===== config.mk =====
export PLATFORM = sky130hd
export DESIGN_NAME = eac_sub_pipe
export DESIGN_NICKNAME = d
export VERILOG_FILES = /design/src/rtl/eac_pkg.sv /design/src/rtl/eac_sub_pipe_core.sv /design/src/rtl/eac_sub_pipe.sv
export SDC_FILE = /design/constraint.sdc
export NUM_CORES = 1
export LEC_CHECK = 0
export ABC_AREA = 1
export CAP_MARGIN = 20
export CORE_MARGIN = 1.5
export CORE_UTILIZATION = 35
export DETAILED_ROUTE_END_ITERATION = 10
export RECOVER_POWER = 25
export SLEW_MARGIN = 20
export SYNTH_ARGS = -nofsm -noshare
export SYNTH_HDL_FRONTEND = slang
export SYNTH_SLANG_ARGS = --single-unit

===== constraint.sdc =====
create_clock -name clk -period 11.5 [get_ports clk]
set_clock_uncertainty 0.2 [all_clocks]
set_input_delay 2.3 -clock clk [delete_from_list [all_inputs] [get_ports clk]]
set_output_delay 2.3 -clock clk [all_outputs]
set_load 0.01 [all_outputs]

===== src/rtl/eac_pkg.sv =====
// eac_pkg: shared width, constants and op encoding for the modulo-(2^n-1) arithmetic blocks
package eac_pkg;
  localparam int EAC_WIDTH = 16;
  localparam logic [EAC_WIDTH-1:0] EAC_ALL_ONES = 16'hFFFF;
  typedef enum logic {EAC_OP_ADD = 1'b0, EAC_OP_SUB = 1'b1} eac_op_e;
endpackage


===== src/rtl/eac_sub_pipe_core.sv =====
// eac_core: combinational end-around-carry adder; sum = g*2 + p folded modulo 2^WIDTH-1
module eac_core #(
  parameter int WIDTH = 16
) (
  input  logic [WIDTH-1:0] i_g,
  input  logic [WIDTH-1:0] i_p,
  output logic [WIDTH-1:0] o_sum,
  output logic             o_wrap
);
  logic [WIDTH:0] w_s;
  // g and p never share a set bit, so a+b = (g<<1) + p fits in WIDTH+1 bits
  assign w_s    = {i_g, 1'b0} + {1'b0, i_p};
  assign o_sum  = w_s[WIDTH-1:0] + {{(WIDTH-1){1'b0}}, w_s[WIDTH]};
  assign o_wrap = w_s[WIDTH];
endmodule


===== src/rtl/eac_sub_pipe.sv =====
// eac_sub_pipe: 2-stage modulo-(2^16-1) add/subtract with valid/ready on both sides
// EAC_SUB_NORMALIZE_ZERO_EN: map a 0xFFFF result to the canonical 0x0000
module eac_sub_pipe
  import eac_pkg::*;
#(
  parameter int WIDTH = EAC_WIDTH
) (
  input  logic             clk,
  input  logic             rst_n,
  input  logic             in_valid,
  output logic             in_ready,
  input  logic [WIDTH-1:0] in_a,
  input  logic [WIDTH-1:0] in_b,
  input  logic             in_op,
  output logic             out_valid,
  input  logic             out_ready,
  output logic [WIDTH-1:0] out_sum,
  output logic             out_zero,
  output logic             out_wrap
);
  logic             r_s1_valid, r_s2_valid, r_zero, r_wrap;
  logic [WIDTH-1:0] r_g, r_p, r_sum;
  logic [WIDTH-1:0] w_b, w_sum, w_res;
  logic             w_wrap, w_s1_adv, w_s2_adv;
  assign w_s2_adv = !r_s2_valid || out_ready;
  assign w_s1_adv = !r_s1_valid || w_s2_adv;
  assign in_ready = w_s1_adv;
  assign w_b      = (in_op == EAC_OP_SUB) ? ~in_b : in_b;
  eac_core #(.WIDTH(WIDTH)) u_core (.i_g(r_g), .i_p(r_p), .o_sum(w_sum), .o_wrap(w_wrap));
`ifdef EAC_SUB_NORMALIZE_ZERO_EN
  assign w_res = (w_sum == EAC_ALL_ONES) ? '0 : w_sum;
`else
  assign w_res = w_sum;
`endif
  always_ff @(posedge clk or negedge rst_n) begin
    if (!rst_n) begin
      r_s1_valid <= 1'b0;
      r_g        <= '0;
      r_p        <= '0;
    end else if (w_s1_adv) begin
      r_s1_valid <= in_valid;
      if (in_valid) begin
        r_g <= in_a & w_b;
        r_p <= in_a ^ w_b;
      end
    end
  end
  always_ff @(posedge clk or negedge rst_n) begin
    if (!rst_n) begin
      r_s2_valid <= 1'b0;
      r_sum      <= '0;
      r_zero     <= 1'b0;
      r_wrap     <= 1'b0;
    end else if (w_s2_adv) begin
      r_s2_valid <= r_s1_valid;
      if (r_s1_valid) begin
        r_sum  <= w_res;
        r_zero <= (w_sum == '0) || (w_sum == EAC_ALL_ONES);
        r_wrap <= w_wrap;
      end
    end
  end
  assign out_valid = r_s2_valid;
  assign out_sum   = r_sum;
  assign out_zero  = r_zero;
  assign out_wrap  = r_wrap;
endmodule

* Yosys cells after proc, flatten, opt, wreduce, memory -nomap -nowiden
Cells that the tools add are included. Widths: inputs -> output; s select.
Storage, ports and cells: bits in registers 52, input bits 37, logic and storage cells 22, output and inout port bits 20
Cells by class: add/sub/neg operators 2, reductions and logical operators 8, muxes and demuxes 1, eq/ne operators 1, bitwise operators 3
Operators with widths (number):
- $add 17x16->17 | 1
- $add 16x1->16 | 1
- $and 16x16->16 | 1
- $eq 16x16->1 const B | 1
- $logic_not 16->1 | 1
- $mux 16 | 1
- $not 16->16 | 1
- $xor 16x16->16 | 1
- $reduce_and 2->1 | 2
- $logic_or 1x1->1 | 3
- $logic_not 1->1 | 2

* Longest topological paths before layout
Gate-level depths: netlist of the first run.
depth in word-level cells 4, depth in mapped cells 30, gate-level depth less buffers 29

* By module
From an unflattened synthesis of the first run, not the netlist that was laid out.
Unflattened totals: cell total of the unflattened synthesis 555, area total of the unflattened synthesis 3901.2 µm²
By module, submodules not included:
- eac_sub_pipe | sequential area each 1301.2 µm², times used 1, cells an instance 292, area each 2543.7 µm²
- eac_core | sequential area each 0.0 µm², times used 1, cells an instance 263, area each 1357.6 µm²

* Least setup slack after synthesis of the first run
OpenSTA, ideal clock, no wires.
path type input -> output, start input out_ready, end output in_ready, arrival time 2.484 ns, data required time 9.000 ns, cell stages on the path 2, path buffers 0, setup slack 6.516 ns, path through inv_1 > nand3_1
On the way: longest elaborated chain between the ends 2
RTL lines:
- start: declaration | RTL line eac_sub_pipe.sv:16 | input logic out_ready,
- $logic_or 1x1->1 | RTL line eac_sub_pipe.sv:25 | assign w_s2_adv = !r_s2_valid || out_ready;
- $logic_or 1x1->1 | RTL line eac_sub_pipe.sv:26 | assign w_s1_adv = !r_s1_valid || w_s2_adv;
- end: declaration | RTL line eac_sub_pipe.sv:11 | output logic in_ready,
Every way passes these cells.

* Final worst setup path of the first run
Ends and elaborated chain as after synthesis.

==> out/summary.txt, run 1 <==
CP startpoint - out_ready
H-tree Lvls - 2
first-pass GRT wire length - 16000 µm
Syn Inst Count - 533
Final #Nets - 660
Max Cap Violations - 1
Final period util - 51.7%
Overall Power - 1.00 mW
setup_tns - 0 ns
CTS Buffer Depth - 2
Core Rows - 38
Max Slew Vio Count - 53
via count - 3494
Detailed Routing Iterations Pass 1 - 4
GR Util met3 - 2.43%
clk slew on worst S/H paths - 0.06 ns
Synth async-reset ratio - 100%
most used routing layer - met2
synthesis-to-finish area growth - 22.0%
Remaining DRCs - 0
Slew HR - -87.6%
global-route track usage on met2 - 30.8%
Tightest Pin Transition - 2.81 ns
PortBufs - 56
largest net degree at the start of global routing - 53
R2R Path End - out_zero$_DFFE_PN0P_
Post-DRT Antenna Nets - 0
drt first-iter violations - 121
CP required - 9.00 ns
Post-CTS Setup Repair Bufs - 0
Routed WL per cell - 12.8 µm
RSZ-0062 raised after global routing - false
top cell type's share of synthesized area - 32.6%
reg2reg start - r_g[7]$_DFFE_PN0P_
initial antenna violation count - 0
Starting Density - 36.4%
Die ar. - 12100 µm²
boundary pin count - 57
worst vdd ir - 0.0828 mV
share of layout cells above drive strength 1 - 12.9%
sequential-to-total area share from yosys stat - 32.6%
Critical Path Start Type - input port
reg2reg setup slack - 7.16 ns
Post-synth EDFFs - 0
Root Driver - clkbuf_16
die width - 110 µm
diodes inserted - 0
endpoint class of the critical path - output port
routability cong. - 0.894
Static Leak - 2.47 nW
syn_nets - 604
clock sinks - 52
Synth area leaders - dfrtp_1, nand2_1, ha_1, mux2_2, nand3_1
placed cell count - 722
Critical Path Fanout Max - 3
Syn. warnings - 0
Synth Flop Type - dfrtp_1
Min Hold Slack - 0.280 ns
most common cell in the synthesized netlist - nand2_1
top cell type by total area after synthesis - dfrtp_1
number of distinct library cells after synthesis - 28
GRT overflow - 0
failing checks - max-capacitance violations, max-slew violations
Num CTS Buffers - 5
post-synthesis cell area - 3990 µm²
met1 Usage GRT - 21.0%
final wirelength - 9330 µm
cts repair resizes - 0
Die H - 110 µm
CTS tree - done
Core Area - 11000 µm²
number of synthesized register bits - 52
most instantiated cells after synthesis - nand2_1, dfrtp_1, inv_1
Worst Path Arrival - 3.45 ns
critical path type - in -> out
worst setup path end - in_ready
# hold bufs at CTS - 0
R2R depth - 27
Vias/cell - 4.79
Clock Latency Late Sink - 0.29 ns
Synth Area per Inst - 7.49 µm²
final setup vio count - 0
power density cells - 206 nW/µm²
post-DP HPWL - 7730 µm
outcome - finished, violations left
Tmin final - 5.95 ns
Fin. Hold Viols - 0
GRT Util Overall - 17.0%
vias in the first global route - 3409
Min-Delay Path Class - reg -> reg
max frequency - 168 MHz
final instance count without filler cells - 730
## how the worst min path moves through the flow
stage | startpoint | to | slack [ns] | depth (start not counted)
2_1_floorplan | r_p[15]$_DFFE_PN0P_ | r_p[15]$_DFFE_PN0P_ | 0.28 | 1
3_3_place_gp | out_zero$_DFFE_PN0P_ | out_zero$_DFFE_PN0P_ | 0.27 | 2
3_5_place_dp | out_sum[13]$_DFFE_PN0P_ | out_sum[13]$_DFFE_PN0P_ | 0.27 | 2
4_1_cts | out_sum[13]$_DFFE_PN0P_ | out_sum[13]$_DFFE_PN0P_ | 0.29 | 2
5_1_grt | out_sum[14]$_DFFE_PN0P_ | out_sum[14]$_DFFE_PN0P_ | 0.32 | 2
6_report | out_sum[13]$_DFFE_PN0P_ | out_sum[13]$_DFFE_PN0P_ | 0.28 | 2
## worst max-delay path, cell delays in order
cell and delay, ns:
clkdlybuf4s50_1 0.45, inv_1 0.05, nand3_1 0.10, clkdlybuf4s50_1 0.55
## cell type report
cell class	count	area, µm²
multi-input combinational	419	2450
tap	140	175
clock buffer	6	139
sequential	52	1300
fill	1116	6110
inverter	53	199
timing repair buffer	58	567
clock inverter	2	38.8
## cell usage in the layout, fill, tap and decap left out, types with 2 or more instances in the layout
| cell | count |
|---|---|
| nand2_1 | 181 |
| clkdlybuf4s50_1 | 55 |
| dfrtp_1 | 52 |
| inv_1 | 48 |
| nand3_1 | 40 |
| nor2_1 | 34 |
| ha_1 | 33 |
| mux2_2 | 32 |
| nand4_1 | 20 |
| xor2_1 | 16 |
| o21ai_0 | 14 |
| nor2_2 | 12 |
| a21oi_1 | 12 |
| nand2_2 | 10 |
| inv_2 | 5 |
| clkbuf_16 | 5 |
| nand3_2 | 4 |
| xnor2_1 | 2 |
## cell families after synthesis
group                      after synthesis  share of synthesized area [%]
xor gates and xnor gates                18                           3.95
AOI/OAI and AO/OA                       29                           3.73
DFF                                     52                           32.6
adders and majority gates               34                           10.8
and+or+nand+nor                        306                           33.8
buffers and inverters                   62                           6.02
muxes                                   32                           9.03
## flip-flops by register name (all words and copies together) (netlist names)
name / cells
r_p: 16
out_sum: 16
out_zero: 1
r_g: 16
r_s1_valid: 1
out_valid: 1
out_wrap: 1
## layer usage
metal / part of all wire [%] / wire (µm)
met5: 0 / 0
met4: 1.4 / 132
met3: 2.9 / 270
met2: 48 / 4500
met1: 47 / 4420
## through the flow
step           area (µm²)  util [%]  setup slack [ns]
2_1_floorplan        3990         -              6.52
3_3_place_gp         4700      42.8              5.57
3_5_place_dp         4700      42.8              5.55
4_1_cts              4870      44.4              5.54
5_1_grt              4870      44.3              5.49
6_report             4870      44.3              5.55
## power by group
part	switching [mW]	total [mW]	internal [mW]
clock network	0.0692	0.178	0.109
registers	0.0297	0.266	0.236
logic	0.341	0.558	0.218
total	0.439	1.00	0.563
(Power assumes the default switching activity.)
==> run 2: changes to the inputs <==
==> constraint.sdc (replaced) <==
create_clock -name clk -period 5.85 [get_ports clk]
set_clock_uncertainty 0.2 [all_clocks]
set_input_delay 1.17 -clock clk [delete_from_list [all_inputs] [get_ports clk]]
set_output_delay 1.17 -clock clk [all_outputs]
set_load 0.01 [all_outputs]
==> run 2 against run 1 <==
Compared with the run above:
- the run still ends with max-capacitance violations, max-slew violations left
- cell count is the same
- first-iteration DRC count grew 17%
- clock-buffer cell count grew 1
- largest power group unchanged
- wire length grew 1.6%
- via count grew 2.6%
- global-route usage shrank 0.22 points
- critical endpoint is now out_zero$_DFFE_PN0P_
- die area is the same
- highest routed layer unchanged
- core utilization shrank 0.25 points
==> out/summary.txt, run 2 (synthesis gave the netlist of run 1 again) <==
outcome - finished, violations left
failing checks - max-capacitance violations, max-slew violations
critical path type - reg -> reg
CP startpoint - r_g[7]$_DFFE_PN0P_
CTS Buffer Depth - 2 (unchanged)
GRT Util Overall - 16.8% (-0.22 points)
post-DP HPWL - 7960 µm (+3.0%)
Static Leak - 2.45 nW (-0.69%)
vias in the first global route - 3329 (-2.3%)
Routed WL per cell - 13.0 µm (+1.6%)
Final #Nets - 660 (unchanged)
most used cell, CP - nand2_1
die width - 110 µm (unchanged)
Post-DRT Antenna Nets - 0 (unchanged)
worst vdd ir - 0.202 mV (+140%)
final wirelength - 9470 µm (+1.6%)
Tmin final - 4.14 ns
Starting Density - 36.4% (unchanged)
Critical Path Fanout Max - 6 (+3)
Core Area - 11000 µm² (unchanged)
largest net degree at the start of global routing - 53 (unchanged)
Max Slew Vio Count - 53 (unchanged)
Vias/cell - 4.91 (+2.6%)
RSZ-0062 raised after global routing - false
Core Rows - 38 (unchanged)
reg2reg setup slack - 1.71 ns (-5.45 ns)
clock sinks - 52 (unchanged)
CP peak stage delay - 0.38 ns (-0.17 ns)
CP required - 5.88 ns (-3.12 ns)
max frequency - 241 MHz
Critical Path Start Type - flop
Min Hold Slack - 0.281 ns (+0.00107 ns)
Die ar. - 12100 µm² (unchanged)
placed cell count - 722 (unchanged)
PortBufs - 56 (unchanged)
fin area - 4840 µm² (-0.56%)
Remaining DRCs - 0 (unchanged)
Worst Hold Launch - out_sum[11]$_DFFE_PN0P_
setup slack after layout - 1.71 ns (-3.85 ns)
Slew HR - -86.7% (+0.89 points)
commonest non-fill, non-tap cell in the layout - nand2_1
CTS tree - done
Fin. Hold Viols - 0 (unchanged)
GRT overflow - 0 (unchanged)
# hold bufs at CTS - 0 (unchanged)
endpoint class of the critical path - flop
routability cong. - 0.895 (+0.11%)
synthesis-to-finish area growth - 21.3%
Clock Latency Late Sink - 0.29 ns (about the same)
power density cells - 397 nW/µm² (+93%)
via count - 3585 (+2.6%)
Min-Delay Path Class - reg -> reg
most frequent cells in the layout - nand2_1, clkdlybuf4s50_1, dfrtp_1
Post-CTS Setup Repair Bufs - 0 (unchanged)
final instance count without filler cells - 730 (unchanged)
initial antenna violation count - 0 (unchanged)
Worst Path Arrival - 4.17 ns (+0.72 ns)
Max Cap Violations - 1 (unchanged)
drt first-iter violations - 141 (+17%)
hold path cells - 2 (unchanged)
reg2reg start - r_g[7]$_DFFE_PN0P_
boundary pin count - 57 (unchanged)
pre-CTS setup slack - 1.69 ns (-3.85 ns)
Final Core Density - 44.1% (-0.25 points)
final setup vio count - 0 (unchanged)
Detailed Routing Iterations Pass 1 - 4 (unchanged)
setup_tns - 0 ns (unchanged)
share of layout cells above drive strength 1 - 12.7% (-0.17 points)
Final period util - 70.8%
Overall Power - 1.92 mW (+92%)
Num CTS Buffers - 5 (unchanged)
Root Driver - clkbuf_16
CP max stage cell - dfrtp_1
Tightest Pin Transition - 2.80 ns (-0.0133 ns)
H-tree Lvls - 2 (unchanged)
R2R depth - 28 (+3.7%)
diodes inserted - 0 (unchanged)
DP Area - 4700 µm² (unchanged)
first-pass GRT wire length - 15800 µm (-1.1%)
cts repair resizes - 0 (unchanged)
Die H - 110 µm (unchanged)
clk slew on worst S/H paths - 0.07 ns (about the same)
-- run 2: cell types whose count changed in the layout (fill, tap and decap cells not counted), sizes merged --
| cell | before | now |
|---|---|---|
| clkinvlp | 0 | 1 |
| bufinv | 1 | 0 |
| clkbuf | 7 | 8 |
| clkinv | 1 | 0 |
-- run 2: critical path, delay by kind of cell, from the launching register on --
family                   cells  cell delay [ns]
buffers and inverters        1             0.05
XOR/XNOR                     1             0.20
AND/OR/NAND/NOR             22             2.23
AO/OA/AOI/OAI                2             0.42
adder cells (fa/ha/maj)      2             0.60
flip-flops                   1             0.38
-- run 2: final cells by class --
type / instances / area (µm²)
Fill cell: 1153 / 6140
Timing Repair Buffer: 58 / 567
Multi-Input combinational cell: 419 / 2450
Sequential cell: 52 / 1300
Inverter: 53 / 199
Clock inverter: 1 / 7.51
Tap cell: 140 / 175
Clock buffer: 7 / 143
-- run 2: power by group --
part           internal (mW)  switching, mW
Clock                  0.171          0.127
Combinational          0.427          0.674
Sequential             0.465         0.0596
-- run 2: path summary, 6_finish.rpt --
| path | to |
|---|---|
| max | out_zero$_DFFE_PN0P_ |
| min | out_sum[11]$_DFFE_PN0P_ |
| max reg2reg | out_zero$_DFFE_PN0P_ |
| min reg2reg | out_sum[11]$_DFFE_PN0P_ |
| max in group asynchronous | r_g[3]$_DFFE_PN0P_ |
| min in group asynchronous | out_sum[9]$_DFFE_PN0P_ |
-- run 2: routing by layer --
layer / vias to the layer above / share of wire [%] / GRT usage, %
met3: 9 / 3.0 / 2.73
met4: 0 / 1.1 / 3.62
li1: 1849 / - / -
met2: 57 / 49 / 29.8
met5: - / 0 / 0
met1: 1670 / 47 / 21.2
==> run 3: changes to the inputs <==
==> constraint.sdc (replaced) <==
create_clock -name clk -period 3.7 [get_ports clk]
set_clock_uncertainty 0.2 [all_clocks]
set_input_delay 0.74 -clock clk [delete_from_list [all_inputs] [get_ports clk]]
set_output_delay 0.74 -clock clk [all_outputs]
set_load 0.01 [all_outputs]
==> run 3 against run 2 <==
Compared with the run above:
- wire length is 6.0% higher
- die area did not move
- register-to-register slack worse by 1.7 ns
- combinational power grew 98%
- clock-buffer cell count fell by 2
- sequential power up 59%
- the run still ends with max-capacitance violations, max-slew violations left
- critical endpoint unchanged
- total power is 81% higher
- setup slack got worse by 1.7 ns
- sequential share of layout area decreased by 2.9 points
- core utilization up 5.4 points
- critical path depth shrank 1
==> out/summary.txt, run 3 (synthesis gave the netlist of run 1 again) <==
DP Area - 5010 µm² (+6.7%)
most frequent cells in the layout - nand2_1, clkdlybuf4s50_1, buf_4
Final Core Density - 49.5% (+5.4 points)
endpoint class of the critical path - flop
Tmin final - 3.69 ns (-0.450 ns)
Vias/cell - 4.71 (-4.0%)
post-DP HPWL - 8270 µm (+3.9%)
Die H - 110 µm (unchanged)
via count - 3696 (+3.1%)
initial antenna violation count - 0 (unchanged)
clock sinks - 52 (unchanged)
power density cells - 640 nW/µm² (+61%)
Core Area - 11000 µm² (unchanged)
outcome - finished, violations left
# hold bufs at CTS - 0 (unchanged)
critical path type - reg -> reg
synthesis-to-finish area growth - 36.2%
Max Cap Violations - 1 (unchanged)
Die ar. - 12100 µm² (unchanged)
die width - 110 µm (unchanged)
CP max stage cell - dfrtp_1
failing checks - max-capacitance violations, max-slew violations
Tightest Pin Transition - 2.05 ns (-0.754 ns)
Remaining DRCs - 0 (unchanged)
PortBufs - 56 (unchanged)
boundary pin count - 57 (unchanged)
fin area - 5440 µm² (+12%)
Fillers - 1065 (-7.6%)
CTS tree - done
Clock Latency Late Sink - 0.29 ns (about the same)
CP peak stage delay - 0.38 ns (about the same)
vias in the first global route - 3497 (+5.0%)
final wirelength - 10000 µm (+6.0%)
Reg area - 1300 µm² (unchanged)
Fin. Hold Viols - 0 (unchanged)
Routed WL per cell - 12.8 µm (-1.3%)
CP delay by family, top - simple AND/OR/NAND/NOR gates
GRT overflow - 0 (unchanged)
H-tree Lvls - 2 (unchanged)
share of layout cells above drive strength 1 - 24.1% (+11 points)
Critical Path Fanout Max - 4 (-2)
Starting Density - 36.4% (unchanged)
RSZ-0062 raised after global routing - true
Static Leak - 2.73 nW (+11%)
Post-DRT Antenna Nets - 0 (unchanged)
Min-Delay Path Class - reg -> reg
CTS Buffer Depth - 2 (unchanged)
Final #Nets - 714 (+8.2%)
Slew HR - -36.5% (+50 points)
drt first-iter violations - 98 (-30%)
commonest non-fill, non-tap cell in the layout - nand2_1
Worst Path Arrival - 3.73 ns (-0.44 ns)
worst vdd ir - 0.345 mV (+71%)
routability cong. - 0.862 (-3.7%)
first-pass GRT wire length - 16300 µm (+3.4%)
clk slew on worst S/H paths - 0.07 ns (about the same)
Final period util - 99.9% (+29 points)
diodes inserted - 0 (unchanged)
GRT Util Overall - 17.5% (+0.73 points)
CP required - 3.73 ns (-2.15 ns)
Core Rows - 38 (unchanged)
Detailed Routing Iterations Pass 1 - 4 (unchanged)
most used cell, CP - nand2_1
area occupied by multi-input gates - 2640 µm² (+7.6%)
WP buf/inv - 0 (-1)
Critical Path Start Type - flop
max frequency - 271 MHz (+12%)
Root Driver - clkbuf_16
Max Slew Vio Count - 39 (-26%)
Num CTS Buffers - 5 (unchanged)
final setup vio count - 0 (unchanged)
largest net degree at the start of global routing - 39 (-26%)
[run 3: changes by cell type in the layout (fill, tap and decap cells not counted), sizes merged]
cell and change:
buf +54, clkbuf -2, clkinv +1, clkinvlp +1
[run 3: per-layer routing]
layer	vias up	track usage [%]	wire, µm
met5	-	0	0
met4	0	2.50	55
met3	6	3.02	250
met2	51	32.0	5140
met1	1683	21.7	4590
li1	1956	-	-
[run 3: layout make-up]
| class | instances | area share (%) |
|---|---|---|
| clock inverters | 3 | 0.437 |
| inverters | 53 | 3.66 |
| multi-input cells | 419 | 48.5 |
| clock buffers | 5 | 2.30 |
| repair buffers | 112 | 18.0 |
| well taps | 140 | 3.22 |
| flip-flops and latches | 52 | 23.9 |
[run 3: worst reg2reg max path: stages, from the launching register on]
cell	delay, ns
dfrtp_1	0.38
ha_1	0.32
nand2_1	0.09
nand2_2	0.07
a21oi_2	0.14
nor2_1	0.06
nor2_1	0.14
nand2_1	0.10
nand2_1	0.06
nand2_1	0.06
a21oi_2	0.16
xnor2_2	0.17
ha_4	0.21
ha_4	0.15
nand2_4	0.06
nor2_4	0.15
nand3_2	0.11
nor2_4	0.16
nand3_4	0.11
o21bai_1	0.19
nand2_2	0.09
nor2_1	0.11
nand2_1	0.07
nor2_2	0.07
nand2_1	0.05
nand2_1	0.06
nand2_1	0.04
nand2_1	0.06
[run 3: stage by stage]
| step | setup TNS (ns) | power (mW) | cells | hold slack (ns) | setup WS (ns) |
|---|---|---|---|---|---|
| floorplan | 0 | 2.02 | 533 | 0.244 | 0.104 |
| global placement | -0.113 | 2.80 | 764 | 0.267 | -0.0925 |
| detailed placement | -0.463 | 2.83 | 764 | 0.272 | -0.210 |
| CTS | -0.0488 | 3.40 | 781 | 0.289 | -0.0488 |
| global route | -0.651 | 3.80 | 784 | 0.301 | -0.350 |
| finish | 0 | 3.48 | 784 | 0.282 | 0.00516 |
[run 3: path summary, 6_finish.rpt]
check                                  startpoint  depth (start not counted)  slack [ns]                       to
max                            r_g[6]$_DFFE_PN0P_                         27       0.005     out_zero$_DFFE_PN0P_
min                        out_sum[0]$_DFFE_PN0P_                          2        0.28   out_sum[0]$_DFFE_PN0P_
max reg2reg                    r_g[6]$_DFFE_PN0P_                         27       0.005     out_zero$_DFFE_PN0P_
min reg2reg                out_sum[0]$_DFFE_PN0P_                          2        0.28   out_sum[0]$_DFFE_PN0P_
max in group asynchronous                   rst_n                          1        1.30       r_g[4]$_DFFE_PN0P_
min in group asynchronous                   rst_n                          1        0.83  out_sum[11]$_DFFE_PN0P_
[run 3: timing repair]
item                                    CTS  global route
buffers inserted                          9             4
resized for setup                        17            23
pin swaps                                14            34
endpoints found under the setup margin    5             8
[run 3: power breakdown]
part	total, mW	internal, mW	switching, mW
Clock	0.468	0.252	0.216
Combinational	2.18	0.971	1.21
Sequential	0.832	0.734	0.0977
Total	3.48	1.96	1.53
